File: src/rtl/yc_pkg.sv
// Shared types and constants for the yellow-cell configuration sequencer.
// Holds the FSM state set, the array value encodings and the 3-bit cell config codes.
package yc_pkg;

  typedef enum logic [2:0] {
    StIdle,
    StPre,
    StWait,
    StSetup,
    StHigh,
    StSamp,
    StPost,
    StRun
  } yc_state_e;

  typedef enum logic [1:0] {
    VEmpty = 2'b00,
    V0     = 2'b01,
    V1     = 2'b10
  } yc_val_e;

  localparam logic [2:0] CfgEmpty = 3'd0;
  localparam logic [2:0] CfgPlus  = 3'd1;
  localparam logic [2:0] CfgMinus = 3'd2;
  localparam logic [2:0] CfgBar   = 3'd3;
  localparam logic [2:0] CfgOne   = 3'd4;
  localparam logic [2:0] CfgZero  = 3'd5;
  localparam logic [2:0] CfgY     = 3'd6;
  localparam logic [2:0] CfgN     = 3'd7;

  function automatic int unsigned max3(input int unsigned a, input int unsigned b,
                                       input int unsigned c);
    int unsigned m;
    m = (a > b) ? a : b;
    return (m > c) ? m : c;
  endfunction

endpackage

File: src/rtl/yc_config_sequencer_if.sv
// Host beat port plus array-facing strobe/data lines of the configuration sequencer.
// The sequencer uses the slave modport; the host/array environment uses master.
interface yc_config_sequencer_if #(
  parameter int unsigned COLS = 8
) ();

  logic            start;
  logic            cfg_valid;
  logic            cfg_ready;
  logic [COLS-1:0] cfg_data;
  logic            rd_valid;
  logic [COLS-1:0] rd_data;
  logic            busy;
  logic            done;
  logic            arr_reset;
  logic            confclk;
  logic [COLS-1:0] cbit;
  logic [COLS-1:0] cbitout_i;

  modport slave (
    input  start, cfg_valid, cfg_data, cbitout_i,
    output cfg_ready, rd_valid, rd_data, busy, done, arr_reset, confclk, cbit
  );

  modport master (
    output start, cfg_valid, cfg_data, cbitout_i,
    input  cfg_ready, rd_valid, rd_data, busy, done, arr_reset, confclk, cbit
  );

endinterface

File: src/rtl/yc_phase_timer.sv
// Loadable down-counter that saturates at zero; one instance times every phase of the FSM.
module yc_phase_timer #(
  parameter int unsigned WIDTH = 3
) (
  input  logic             clk,
  input  logic             reset_n,
  input  logic             i_load,
  input  logic [WIDTH-1:0] i_value,
  output logic             o_zero
);

  logic [WIDTH-1:0] r_count;

  always_ff @(posedge clk or negedge reset_n) begin
    if (!reset_n) begin
      r_count <= '0;
    end else if (i_load) begin
      r_count <= i_value;
    end else if (r_count != '0) begin
      r_count <= r_count - WIDTH'(1);
    end
  end

  assign o_zero = (r_count == '0);

endmodule

File: src/rtl/yc_config_sequencer.sv
// Shifts host beats into the column config chains of a yellow-cell array with a timed confclk,
// reads back each chain's cbitout, and releases array reset once loading has settled.
module yc_config_sequencer #(
  parameter int unsigned COLS       = 8,
  parameter int unsigned ROWS       = 8,
  parameter int unsigned CBITS      = 3,
  parameter int unsigned SETUP_CYC  = 2,
  parameter int unsigned PULSE_CYC  = 2,
  parameter int unsigned SETTLE_CYC = 4
) (
  input logic                 clk,
  input logic                 reset_n,
  yc_config_sequencer_if.slave bus
);
  import yc_pkg::*;

  localparam int unsigned Beats = CBITS * ROWS;
  localparam int unsigned BeatW = (Beats > 1) ? $clog2(Beats) : 1;
  localparam int unsigned TmrW  = $clog2(max3(SETUP_CYC, PULSE_CYC, SETTLE_CYC) + 1);

  // Timer is loaded with N-1 on phase entry so each phase lasts exactly N cycles.
  localparam logic [TmrW-1:0]  SettleLd = TmrW'(SETTLE_CYC - 1);
  localparam logic [TmrW-1:0]  SetupLd  = TmrW'(SETUP_CYC - 1);
  localparam logic [TmrW-1:0]  PulseLd  = TmrW'(PULSE_CYC - 1);
  localparam logic [BeatW-1:0] LastBeat = BeatW'(Beats - 1);

  yc_state_e        r_state, w_state_d;
  logic [BeatW-1:0] r_beat_cnt, w_beat_cnt_d;
  logic [COLS-1:0]  r_cbit, w_cbit_d;
  logic [COLS-1:0]  r_rd_data, w_rd_data_d;
  logic             w_rd_valid_d;
  logic             r_rd_valid, r_cfg_ready, r_busy, r_done, r_arr_reset, r_confclk;
  logic             w_tmr_load, w_tmr_zero;
  logic [TmrW-1:0]  w_tmr_value;

  yc_phase_timer #(
    .WIDTH(TmrW)
  ) u_timer (
    .clk    (clk),
    .reset_n(reset_n),
    .i_load (w_tmr_load),
    .i_value(w_tmr_value),
    .o_zero (w_tmr_zero)
  );

  always_comb begin
    w_state_d    = r_state;
    w_beat_cnt_d = r_beat_cnt;
    w_cbit_d     = r_cbit;
    w_rd_data_d  = r_rd_data;
    w_rd_valid_d = 1'b0;
    w_tmr_load   = 1'b0;
    w_tmr_value  = '0;
    unique case (r_state)
      StIdle, StRun: begin
        if (bus.start) begin
          w_state_d    = StPre;
          w_beat_cnt_d = '0;
          w_tmr_load   = 1'b1;
          w_tmr_value  = SettleLd;
        end
      end
      StPre: if (w_tmr_zero) w_state_d = StWait;
      StWait: begin
        if (bus.cfg_valid && r_cfg_ready) begin
          w_cbit_d    = bus.cfg_data;
          w_state_d   = StSetup;
          w_tmr_load  = 1'b1;
          w_tmr_value = SetupLd;
        end
      end
      StSetup: begin
        if (w_tmr_zero) begin
          w_state_d   = StHigh;
          w_tmr_load  = 1'b1;
          w_tmr_value = PulseLd;
        end
      end
      StHigh: if (w_tmr_zero) w_state_d = StSamp;
      StSamp: begin
        w_rd_data_d  = bus.cbitout_i;
        w_rd_valid_d = 1'b1;
        w_beat_cnt_d = r_beat_cnt + BeatW'(1);
        if (r_beat_cnt == LastBeat) begin
          w_state_d   = StPost;
          w_tmr_load  = 1'b1;
          w_tmr_value = SettleLd;
        end else begin
          w_state_d = StWait;
        end
      end
      StPost: if (w_tmr_zero) w_state_d = StRun;
      default: w_state_d = StIdle;
    endcase
  end

  // Outputs are registered from the next state so they line up with r_state.
  always_ff @(posedge clk or negedge reset_n) begin
    if (!reset_n) begin
      r_state     <= StIdle;
      r_beat_cnt  <= '0;
      r_cbit      <= '0;
      r_rd_data   <= '0;
      r_rd_valid  <= 1'b0;
      r_cfg_ready <= 1'b0;
      r_busy      <= 1'b0;
      r_done      <= 1'b0;
      r_arr_reset <= 1'b1;
      r_confclk   <= 1'b0;
    end else begin
      r_state     <= w_state_d;
      r_beat_cnt  <= w_beat_cnt_d;
      r_cbit      <= w_cbit_d;
      r_rd_data   <= w_rd_data_d;
      r_rd_valid  <= w_rd_valid_d;
      r_cfg_ready <= (w_state_d == StWait);
      r_busy      <= (w_state_d != StIdle) && (w_state_d != StRun);
      r_done      <= (w_state_d == StRun);
      r_arr_reset <= (w_state_d != StRun);
      r_confclk   <= (w_state_d == StHigh);
    end
  end

  assign bus.cfg_ready = r_cfg_ready;
  assign bus.rd_valid  = r_rd_valid;
  assign bus.rd_data   = r_rd_data;
  assign bus.busy      = r_busy;
  assign bus.done      = r_done;
  assign bus.arr_reset = r_arr_reset;
  assign bus.confclk   = r_confclk;
  assign bus.cbit      = r_cbit;

endmodule

File: src/flat_wrapper.sv
// flat-port wrapper written by rule: the top's interface ports become plain ports
module yc_config_sequencer_flat import yc_pkg::*;
#(
  parameter int unsigned COLS       = 8,
  parameter int unsigned ROWS       = 8,
  parameter int unsigned CBITS      = 3,
  parameter int unsigned SETUP_CYC  = 2,
  parameter int unsigned PULSE_CYC  = 2,
  parameter int unsigned SETTLE_CYC = 4
)
  (clk, reset_n, bus_start, bus_cfg_valid, bus_cfg_data, bus_cbitout_i, bus_cfg_ready, bus_rd_valid, bus_rd_data, bus_busy, bus_done, bus_arr_reset, bus_confclk, bus_cbit);
  yc_config_sequencer_if #(.COLS(COLS)) bus_i ();
  input logic clk;
  input logic reset_n;
  input wire logic [$bits(bus_i.start)-1:0] bus_start;
  input wire logic [$bits(bus_i.cfg_valid)-1:0] bus_cfg_valid;
  input wire logic [$bits(bus_i.cfg_data)-1:0] bus_cfg_data;
  input wire logic [$bits(bus_i.cbitout_i)-1:0] bus_cbitout_i;
  output wire logic [$bits(bus_i.cfg_ready)-1:0] bus_cfg_ready;
  output wire logic [$bits(bus_i.rd_valid)-1:0] bus_rd_valid;
  output wire logic [$bits(bus_i.rd_data)-1:0] bus_rd_data;
  output wire logic [$bits(bus_i.busy)-1:0] bus_busy;
  output wire logic [$bits(bus_i.done)-1:0] bus_done;
  output wire logic [$bits(bus_i.arr_reset)-1:0] bus_arr_reset;
  output wire logic [$bits(bus_i.confclk)-1:0] bus_confclk;
  output wire logic [$bits(bus_i.cbit)-1:0] bus_cbit;
  assign bus_i.start = bus_start;
  assign bus_i.cfg_valid = bus_cfg_valid;
  assign bus_i.cfg_data = bus_cfg_data;
  assign bus_i.cbitout_i = bus_cbitout_i;
  assign bus_cfg_ready = bus_i.cfg_ready;
  assign bus_rd_valid = bus_i.rd_valid;
  assign bus_rd_data = bus_i.rd_data;
  assign bus_busy = bus_i.busy;
  assign bus_done = bus_i.done;
  assign bus_arr_reset = bus_i.arr_reset;
  assign bus_confclk = bus_i.confclk;
  assign bus_cbit = bus_i.cbit;
  yc_config_sequencer #(.COLS(COLS), .ROWS(ROWS), .CBITS(CBITS), .SETUP_CYC(SETUP_CYC), .PULSE_CYC(PULSE_CYC), .SETTLE_CYC(SETTLE_CYC)) u_core (.clk(clk), .reset_n(reset_n), .bus(bus_i));
endmodule
File: config.mk
export PLATFORM = sky130hd
export DESIGN_NAME = yc_config_sequencer_flat
export DESIGN_NICKNAME = d
export VERILOG_FILES = /design/src/rtl/yc_pkg.sv /design/src/rtl/yc_config_sequencer_if.sv /design/src/rtl/yc_phase_timer.sv /design/src/rtl/yc_config_sequencer.sv /design/src/flat_wrapper.sv
export SDC_FILE = /design/constraint.sdc
export NUM_CORES = 1
export LEC_CHECK = 0
export ABC_AREA = 0
export BUFFER_PORTS_ARGS = -buffer_cell sky130_fd_sc_hd__clkbuf_2
export CAP_MARGIN = 30
export CORE_ASPECT_RATIO = 1.4
export CORE_MARGIN = 4
export CORE_UTILIZATION = 51
export CTS_BUF_LIST = sky130_fd_sc_hd__clkbuf_16
export CTS_CLUSTER_DIAMETER = 40
export DETAILED_ROUTE_END_ITERATION = 16
export GPL_TIMING_DRIVEN = 1
export PLACE_DENSITY = 0.8
export SLEW_MARGIN = 10
export SYNTH_ARGS = -nofsm -noshare
export SYNTH_HDL_FRONTEND = slang
export SYNTH_SLANG_ARGS = --single-unit
File: constraint.sdc
create_clock -name clk -period 1.8 [get_ports clk]
set_input_delay 0.36 -clock clk [delete_from_list [all_inputs] [get_ports clk]]
set_output_delay 0.36 -clock clk [all_outputs]
set_load 0.01 [all_outputs]
==> run summary, run 1 <==
The flow ran to the end, and the final reports show no timing, DRC or antenna violations. The total nets after synthesis came out at 165. The time the final worst path needs with I/O delays and setup came out at 1710 ps. The global-route usage over all layers came out at 19.7%. The total grt overflow is 0. Setup repair after global routing left no endpoint under its margin. The critical path is of the register to register type. The maximum level of the CTS H-tree is 2.

The pin count of the biggest net entering global routing is 34. The share of the Yosys chip area taken by registers is 53.1%. The worst-case clock buffer depth is 2. The worst setup path is launched from a register. The maximum ir drop on the vdd rail is 0.00103 V. The congestion estimate from routability-driven global placement came to 0.934. Dividing total power by cell area gives a power density of 1750 mW/mm². The async set-reset flop share out of synthesis came out at 100%. The final routed DRC violation total is 0. The number of antenna violations at the first check in global routing came to 0.

Dividing the detail-routed wire length by the instance count gives 15.1 µm. The finished layout holds 227 standard cells, fillers aside. The data required time of the worst path is 1940 ps.

The setup violation total in the final timing report is 0. Before antenna repair, the detailed router went through 4 iterations. The period utilization came out at 95.3%. The path category of the worst min-delay check is input pin to async pin. The leakage power is 1.01 nW. The cell total after placement is 219. The transition time at the pin with the least slew margin came out at 503 ps. The die covers 0.00401 mm². Once the floorplan was initialized, standard cells occupied 53.6% of the core. The tree is rooted in a sky130_fd_sc_hd__clkbuf_16.

Once the clock tree was built, the setup fixing pass inserted 0 buffers. The die height is 73.4 µm. The number of routed nets with antenna violations came out at 0. The maximum clock rate came out at 583 MHz.

The total number of vias is 1,249. The post-layout net count came out at 212. The HPWL after detailed placement came out at 2.48 mm. The clock latency on the worst-skew pair is 280 ps.

The final-report hold violation count came to 0. Of all nets on the critical path, the largest fanout is 5. Each instance of the synthesized netlist takes up on average 11.0 µm². The worst setup path is captured at a register.

From synthesis to final layout, the design area changed by 26.7%. In the final timing run, aggregate negative setup slack is 0 ps. Buffers inserted during clock tree synthesis total 5.

The total of max-cap violations came out at 0. The cell area after synthesis is 0.00156 mm². The cell count after synthesis came out at 142. The via count of the first global-routing pass came to 1,306. In the final layout, the share of cells above drive strength 1 is 34.7%. The number of pins exceeding their max-slew limit in the final report came out at 0. The sink count of the clock tree came out at 33. The flop and latch count out of synthesis came out at 33. The headroom to the max-slew limit came out at 66.4%.

Data on the critical path arrives at its endpoint at 1850 ps. The number of enable-type register cells in the synthesized netlist came out at 0. The boundary pin count is 42.

The cts-stage hold buffer count is 0. In the synthesized netlist the dominant register cell turns out to be sky130_fd_sc_hd__dfrtp_1. The floorplan has 23 rows. The number of vias per cell came out at 5.50.

TritonCTS built the clock tree. The die span in x is 54.7 µm. Counting cells, the worst reg-to-reg path comes to 5. The starting DRC count in detailed routing is 24. The number of diodes came out at 0.

The final setup skew came out at 5.27 ps. The post-CTS clock slew at the launch and capture registers of the worst setup and hold paths is 50 ps. The number of gates resized after CTS was 0.

The quantity of I/O buffers inserted on ports is 41. The routed wire length came out at 3.42 mm. The number of distinct library cells after synthesis came out at 45. The total area inside the core boundary comes to 0.00291 mm². The wire length of the first global-routing pass is 5.76 mm.

The number of warnings issued by yosys is 0.
[cells by family (layout without fill, tap and decap cells)]
kind of cell / count (synthesis) / in the layout / synth area share [%]
multiplexers: 12 / 12 / 10.4
flip-flops: 33 / 33 / 53.1
AND/OR/NAND/NOR: 62 / 62 / 21.4
AO/OA/AOI/OAI: 20 / 20 / 8.84
buffers and inverters: 11 / 59 / 3.30
XOR/XNOR: 1 / 1 / 0.563
adder cells (fa/ha/maj): 3 / 3 / 2.41
[cell usage in the layout, fill, tap and decap left out, drive strengths merged, types with 2 or more instances in the layout]
cell     n
a21oi    3
clkbuf  46
mux2i    3
nand2   31
nor2b    4
dfrtp   32
mux2     9
ha       3
nand2b   2
o21ai    5
nand4    2
a31oi    2
o32ai    2
nand3    7
and2     2
nor2     3
buf      4
inv      7
[cell usage after synthesis, drive strengths merged (3+ instances only)]
master / instances / area [µm²]
inv: 6 / 22.5
nor2: 3 / 27.5
mux2: 9 / 131
nand2: 31 / 119
mux2i: 3 / 30.0
a21oi: 3 / 15.0
ha: 3 / 37.5
nor2b: 4 / 25.0
o21ai: 5 / 25.0
buf: 3 / 21.3
nand3: 7 / 35.0
dfrtp: 32 / 801
[flip-flops by register name, indices dropped and copies added, names as in the netlist]
name                    cells
u_core.r_beat_cnt           5
u_core.bus.cbit             8
u_core.u_timer.r_count      3
u_core.bus.arr_reset        1
u_core.bus.rd_data          8
u_core.bus.done             1
u_core.bus.rd_valid         1
u_core.bus.busy             1
u_core.bus.confclk          1
u_core.r_state              3
u_core.bus.cfg_ready        1
[stage by stage]
stage | hold slack, ps | power, mW | area [µm²] | utilization (%) | setup slack (ps)
final | 99.4 | 3.46 | 1970 | 67.8 | 85.1
after global routing | 139 | 3.68 | 1970 | 67.8 | 17.6
after CTS | 114 | 3.48 | 1970 | 67.8 | 71.5
after detailed placement | 402 | 2.53 | 1810 | 62.2 | 86.2
after global placement | 398 | 2.44 | 1810 | 62.2 | 230
after floorplan | 64.4 | 2.10 | 1560 | - | 266
[power by group]
group | internal [mW] | switching (mW)
Combinational | 0.609 | 0.638
Clock | 0.641 | 0.289
Sequential | 1.05 | 0.233
Total | 2.30 | 1.16
[metal layers]
layer	global-route usage [%]	vias up	part of all wire, %
met4	10.5	0	1.5
li1	-	590	-
met1	21.9	611	39
met3	4.87	5	6.2
met5	0	-	0
met2	33.3	43	53
[critical path: stages (launching register included)]
cell	delay (ps)
sky130_fd_sc_hd__dfrtp_1	390
sky130_fd_sc_hd__inv_1	90
sky130_fd_sc_hd__ha_1	200
sky130_fd_sc_hd__nor2b_1	380
sky130_fd_sc_hd__xnor2_1	110
sky130_fd_sc_hd__or4_1	410
[final timing paths]
| check | startpoint | slack (ps) | end |
|---|---|---|---|
| min in group clk | bus_cbitout_i[6] | 270 | u_core.bus.rd_data[6] |
| hold reg to reg | u_core.bus.rd_data[6] | 470 | u_core.bus.rd_data[6] |
| setup / recovery | u_core.u_timer.r_count[0] | 90 | u_core.u_timer.r_count[0] |
| setup reg to reg | u_core.u_timer.r_count[0] | 90 | u_core.u_timer.r_count[0] |
| max in group asynchronous | reset_n | 1380 | u_core.bus.arr_reset |
| hold / removal | reset_n | 100 | u_core.r_state[2] |
[area by class of cell]
cell class / instances / area [µm²]
clock buffer: 5 / 125
clock inverter: 3 / 37.5
fill: 227 / 935
inverter: 6 / 22.5
multi-input combinational: 98 / 678
sequential: 33 / 827
tap: 37 / 46.3
timing repair buffer: 45 / 235
Power figures use the tool's default switching activity.
==> run 2, diff against run 1 <==
--- a/config.mk
+++ b/config.mk
@@ -10,12 +10,12 @@
 export CAP_MARGIN = 30
 export CORE_ASPECT_RATIO = 1.4
 export CORE_MARGIN = 4
-export CORE_UTILIZATION = 51
+export CORE_UTILIZATION = 45
 export CTS_BUF_LIST = sky130_fd_sc_hd__clkbuf_16
 export CTS_CLUSTER_DIAMETER = 40
 export DETAILED_ROUTE_END_ITERATION = 16
 export GPL_TIMING_DRIVEN = 1
-export PLACE_DENSITY = 0.8
+export PLACE_DENSITY = 0.72
 export SLEW_MARGIN = 10
 export SYNTH_ARGS = -nofsm -noshare
 export SYNTH_HDL_FRONTEND = slang
==> run summary, run 2 (same netlist as run 1, synthesis figures left out) <==
The flow ran to the end, and the final reports show no timing, DRC or antenna violations. The number of antenna violations at the first check in global routing came to 0 (unchanged). The post-layout net count came out at 214 (+0.94%). The final hold slack was 101 ps (+1.56 ps). The number of vias per cell came out at 5.26 (-4.3%).

The data required time of the worst path came out at 1960 ps (+20 ps). The CTS buffer count was 5 (unchanged). Setup repair after global routing left no endpoint under its margin.

The final setup skew came out at 4.72 ps (-0.554 ps). The routed wire length came out at 3.41 mm (-0.44%). The setup total negative slack came to 0 ps (unchanged). Leaving out fill and tap cells, the most frequent cells in the layout are sky130_fd_sc_hd__clkbuf_2, sky130_fd_sc_hd__dfrtp_1, sky130_fd_sc_hd__nand2_1.

The proportion of layout cells with a drive suffix above 1 came to 36.5% (+1.7 points). Clock tree synthesis selected as its root buffer the cell sky130_fd_sc_hd__clkbuf_16. The data arrival time of the worst path was 1820 ps (-30 ps). The total of max-cap violations is 0 (unchanged). The starting DRC count in detailed routing was 40 (+67%).

The quantity of I/O buffers inserted on ports came to 41 (unchanged). The number of routed nets with antenna violations came out at 0 (unchanged). The final setup slack of the worst path is 140 ps (+54.5 ps).

The worst slack at placement is 162 ps (+75.5 ps). The largest individual stage delay along the critical path comes from the cell sky130_fd_sc_hd__dfrtp_1. The power density over cell area came out at 1700 mW/mm² (-3.0%). The tightest min-delay check is of the input pin to async pin type.

The total grt overflow came out at 0 (unchanged). The final-report hold violation count came out at 0 (unchanged). The sink count of the clock tree is 33 (unchanged). The post-CTS clock slew at the launch and capture registers of the worst setup and hold paths came out at 50 ps (about the same). The worst stage delay on the critical path is 530 ps (+120 ps). The number of setup buffers added after CTS was 0 (unchanged). The worst-case clock buffer depth is 2 (unchanged).

The number of diodes was 0 (unchanged). The area inside the core boundary was 0.00335 mm² (+15%). The effective utilization at floorplan is 46.5% (-7.0 points). The largest fanout of any net on the critical path came out at 13 (+8).

Leaving out fill and tap cells, the most frequent cell in the layout is sky130_fd_sc_hd__clkbuf_2. STA classifies the critical path startpoint as a register. The HPWL after detailed placement was 2.59 mm (+4.5%).

The global-route usage over all layers is 17.4% (-2.3 points). The time the final worst path needs with I/O delays and setup came out at 1660 ps (-54.5 ps). The period utilization came out at 92.2% (-3.0 points). The die height is 77.6 µm (+5.8%). The clock latency on the worst-skew pair was 270 ps (about the same).

The total number of vias was 1,221 (-2.2%). The leakage power is 1.01 nW (-0.25%). The pin count of the biggest net entering global routing came out at 34 (unchanged). The maximum clock rate is 602 MHz (+3.3%). The iteration count of the initial detailed-routing pass is 4 (unchanged). The cts-stage hold buffer count was 0 (unchanged). The number of cells upsized or downsized after cts came out at 0 (unchanged). The maximum ir drop on the vdd rail came out at 0.00105 V (+2.0%). The global placer's final weighted congestion was 0.781 (-16%). The setup violation total in the final timing report is 0 (unchanged). The wire length of the first global-routing pass came out at 5.96 mm (+3.5%).

The kind of end point of the critical path is a register. The total power draw is 3.35 mW (-3.1%). The transition time at the pin with the least slew margin came out at 409 ps (-93.7 ps). The die span in x came out at 57.7 µm (+5.5%).

The utilization after layout came out at 58.9% (-9.0 points). The floorplan row count is 25 (+8.7%). The headroom to the max-slew limit is 72.7% (+6.4 points). The critical path is of the register to register type.

The via count of the first global-routing pass is 1,300 (-0.46%). The boundary pin count came to 42 (unchanged). The number of pins exceeding their max-slew limit in the final report is 0 (unchanged). The maximum level of the CTS H-tree is 2 (unchanged). The final routed DRC violation total came out at 0 (unchanged). The average wire per standard cell came out at 14.7 µm (-2.6%). Walking the worst path, the cells encountered are or3b_4 -> nor2_8 -> mux2_4. The growth of design area from synthesis to finish is 26.6% (about the same). The TritonCTS clock tree is done. The overall die area came to 0.00448 mm² (+12%).
[run 2: changes by cell type in the layout (fill, tap and decap cells not counted)]
cell,before,now
sky130_fd_sc_hd__inv_1,5,4
sky130_fd_sc_hd__buf_4,4,6
sky130_fd_sc_hd__clkinv_1,1,0
sky130_fd_sc_hd__clkinv_2,0,2
sky130_fd_sc_hd__bufinv_16,1,0
sky130_fd_sc_hd__clkinvlp_4,0,1
[run 2: worst max-delay path: cells and delay by family, from the launching register on]
family	cells	cell delay (ps)
AND/OR/NAND/NOR	2	680
multiplexers	1	320
flip-flops	1	530
[run 2: metal layers]
metal	GRT usage, %	vias up	part of all wire [%]
li1	-	593	-
met1	19.0	581	39
met2	30.8	40	52
met3	4.49	7	6.3
met4	7.66	0	2.3
met5	0	-	0
[run 2: through the flow]
stage	instances	area, µm²
after CTS	232	1970
after floorplan	142	1560
after detailed placement	224	1830
after global routing	232	1970
final	232	1970
after global placement	224	1830
[run 2: final timing paths]
kind	start	to	slack [ps]	cells after the start
setup reg to reg	u_core.r_state[1]	u_core.bus.cbit[4]	140	3
min in group clk	bus_cbitout_i[3]	u_core.bus.rd_data[3]	280	3
hold reg to reg	u_core.bus.rd_data[0]	u_core.bus.rd_data[0]	480	2
max in group asynchronous	reset_n	u_core.bus.arr_reset	1370	2
hold / removal	reset_n	u_core.bus.cbit[3]	100	2
setup / recovery	u_core.r_state[1]	u_core.bus.cbit[4]	140	3
[run 2: layout make-up]
class | count | area [µm²]
clock buffers | 5 | 125
clock inverters | 3 | 17.5
fillers | 288 | 1380
inverters | 6 | 22.5
multi-input cells | 98 | 678
flip-flops and latches | 33 | 827
well taps | 40 | 50.0
repair buffers | 47 | 250
[run 2: where the power goes]
group / total (mW) / internal, mW / switching [mW] / leakage, nW
registers: 1.28 / 1.05 / 0.236 / 0.408
clock network: 0.804 / 0.506 / 0.298 / 0.0696
logic: 1.26 / 0.627 / 0.635 / 0.534
total: 3.35 / 2.18 / 1.17 / 1.01
==> run 3, diff against run 2 <==
--- a/config.mk
+++ b/config.mk
@@ -15,7 +15,7 @@
 export CTS_CLUSTER_DIAMETER = 40
 export DETAILED_ROUTE_END_ITERATION = 16
 export GPL_TIMING_DRIVEN = 1
-export PLACE_DENSITY = 0.72
+export PLACE_DENSITY = 0.7
 export SLEW_MARGIN = 10
 export SYNTH_ARGS = -nofsm -noshare
 export SYNTH_HDL_FRONTEND = slang
==> run summary, run 3 (same netlist as run 1, synthesis figures left out) <==
The run finished with clean final reports. The number of antenna violations at the first check in global routing is 0 (unchanged). The number of diodes is 0 (unchanged). The worst-case clock buffer depth is 2 (unchanged).

The global placer's final weighted congestion is 0.900 (+15%). The maximum level of the CTS H-tree is 2 (unchanged). The worst stage delay on the critical path came out at 390 ps (-140 ps).

The root buffer cell chosen for the clock tree is sky130_fd_sc_hd__clkbuf_16. The post-layout net count is 215 (+0.47%). The clock latency on the worst-skew pair is 270 ps (about the same). The worst register-to-register path ends at u_core.r_beat_cnt[3].

The setup violation total in the final timing report came to 0 (unchanged). The time the final worst path needs with I/O delays and setup came out at 1620 ps (-41.7 ps). The data arrival time of the worst path is 1810 ps (about the same).

The CTS buffer count is 5 (unchanged). The data required time of the worst path came to 1990 ps (+30 ps). The growth of design area from synthesis to finish was 26.7% (about the same). The maximum ir drop on the vdd rail came to 0.00108 V (+3.1%). The period utilization is 89.9% (-2.3 points). The global-route usage over all layers is 17.4% (-0.040 points). The sink count of the clock tree came out at 33 (unchanged).

The post-place instance area is 0.00184 mm² (+0.41%). Tracing the worst setup path back leads to its startpoint at u_core.r_state[1]. The maximum clock rate is 618 MHz (+2.6%). The most critical setup path has its endpoint at u_core.r_beat_cnt[3].

The worst flop-to-flop path startpoint is u_core.r_state[1]. The final routed DRC violation total came out at 0 (unchanged). STA classifies the critical path endpoint as a register. The area inside the core boundary came out at 0.00335 mm² (unchanged). The setup slack of the worst register-to-register path came to 180 ps (+40 ps). The number of pins exceeding their max-slew limit in the final report is 0 (unchanged).

The final setup skew is 3.67 ps (-1.05 ps). The die height came out at 77.6 µm (unchanged). The wire length of the first global-routing pass came out at 5.87 mm (-1.6%). Broken down by cell family, the worst path's largest delay share belongs to buffers and inverters. The slowest stage of the critical path is the sky130_fd_sc_hd__dfrtp_1 cell. The average wire per standard cell came out at 14.6 µm (-0.43%). The startpoint-to-endpoint class of the critical path is register to register. The cts-stage hold buffer count was 0 (unchanged).

The worst setup path is launched from a register. The utilization after layout was 58.9% (about the same). The boundary pin count came out at 42 (unchanged). The path category of the worst min-delay check is input pin to async pin. The number of setup buffers added after CTS is 0 (unchanged). The worst slack at placement was 172 ps (+10.7 ps). The routed wire length came to 3.41 mm (unchanged). The quantity of I/O buffers inserted on ports is 41 (unchanged).

The overall die area is 0.00448 mm² (unchanged). The leakage power was 1.02 nW (+1.1%). The HPWL after detailed placement is 2.59 mm (about the same).

Setup repair after global routing left no endpoint under its margin. The final setup slack of the worst path is 181 ps (+41.7 ps). The effective utilization at floorplan is 46.5% (unchanged).

The number of cells upsized or downsized after cts was 0 (unchanged). The post-CTS clock slew at the launch and capture registers of the worst setup and hold paths is 50 ps (about the same). The TritonCTS clock tree is done.

The setup total negative slack came out at 0 ps (unchanged). The proportion of layout cells with a drive suffix above 1 is 35.2% (-1.2 points). The via count of the first global-routing pass came out at 1,263 (-2.8%). The post-route cell area was 0.00197 mm² (about the same). The total of max-cap violations came out at 0 (unchanged). The iteration count of the initial detailed-routing pass is 4 (unchanged).

The pin count of the biggest net entering global routing came to 34 (unchanged). The headroom to the max-slew limit came out at 72.8% (+0.080 points). The number of routed nets with antenna violations came out at 0 (unchanged).

The power density over cell area came out at 1680 mW/mm² (-0.93%). The starting DRC count in detailed routing is 20 (-50%). The library cell used most frequently in the layout, excluding fill and tap cells, is sky130_fd_sc_hd__clkbuf_2. The largest fanout of any net on the critical path came to 14 (+1).

The final-report hold violation count came out at 0 (unchanged). The number of cells on the critical path is 5 (+2). The number of vias per cell came out at 5.32 (+1.0%).

The total grt overflow was 0 (unchanged). The transition time at the pin with the least slew margin was 408 ps (-1.20 ps). The signal on the critical path passes through buf_4 -> nand3b_1 -> inv_2 -> a41oi_1 -> a31oi_1.

The floorplan row count is 25 (unchanged). The die span in x came out at 57.7 µm (unchanged). The sum of buffers and inverters on the critical path is 2 (+2).

The number of cell instances on the worst register-to-register path came to 5 (+2). The total number of vias is 1,239 (+1.5%). The top cell types in the final layout, fill and taps aside, are sky130_fd_sc_hd__clkbuf_2, sky130_fd_sc_hd__dfrtp_1, sky130_fd_sc_hd__nand2_1.
==> run 3: changes by cell type in the layout (fill, tap and decap cells not counted), sizes merged <==
cell	previous run	this run
inv	6	9
buf	6	7
clkinvlp	1	0
clkinv	2	0
==> run 3: worst reg2reg max path, delay by kind of cell, from the launching register on <==
kind / cells / cell delay (ps)
AO/OA/AOI/OAI: 2 / 320
buffers and inverters: 2 / 480
flip-flops: 1 / 390
AND/OR/NAND/NOR: 1 / 360
==> run 3: final cells by class <==
cell class / instances / area (µm²)
flip-flops and latches: 33 / 827
well taps: 40 / 50.0
fillers: 285 / 1380
clock inverters: 3 / 11.3
repair buffers: 48 / 258
inverters: 6 / 22.5
multi-input cells: 98 / 678
clock buffers: 5 / 125
==> run 3: how the worst min path moves through the flow <==
stage / startpoint / end / depth (start not counted) / slack (ps)
finish: reset_n / u_core.bus.cbit[5] / 2 / 100
global route: reset_n / u_core.bus.cbit[5] / 2 / 140
CTS: reset_n / u_core.bus.cbit[6] / 2 / 120
floorplan: reset_n / u_core.bus.busy / 0 / 60
detailed placement: reset_n / u_core.bus.cbit[6] / 2 / 410
global placement: reset_n / u_core.bus.cbit[7] / 2 / 400
==> run 3: metal layers <==
| layer | part of all wire [%] | track usage [%] |
|---|---|---|
| met1 | 38 | 18.9 |
| met3 | 6.2 | 5.16 |
| met5 | 0 | 0 |
| met4 | 3.0 | 9.98 |
| met2 | 52 | 29.2 |
==> run 3: stage by stage <==
stage | total power, mW | cells | hold slack [ps]
2_1_floorplan | 2.10 | 142 | 64.4
3_3_place_gp | 2.52 | 225 | 401
3_5_place_dp | 2.57 | 225 | 407
4_1_cts | 3.37 | 233 | 115
5_1_grt | 3.57 | 233 | 140
6_report | 3.32 | 233 | 97.9
==> run 3: report_power, final <==
part / switching (mW) / total (mW) / leakage (nW) / internal (mW)
sequential: 0.209 / 1.26 / 0.408 / 1.05
combinational: 0.659 / 1.29 / 0.538 / 0.634
clock: 0.276 / 0.771 / 0.0776 / 0.495
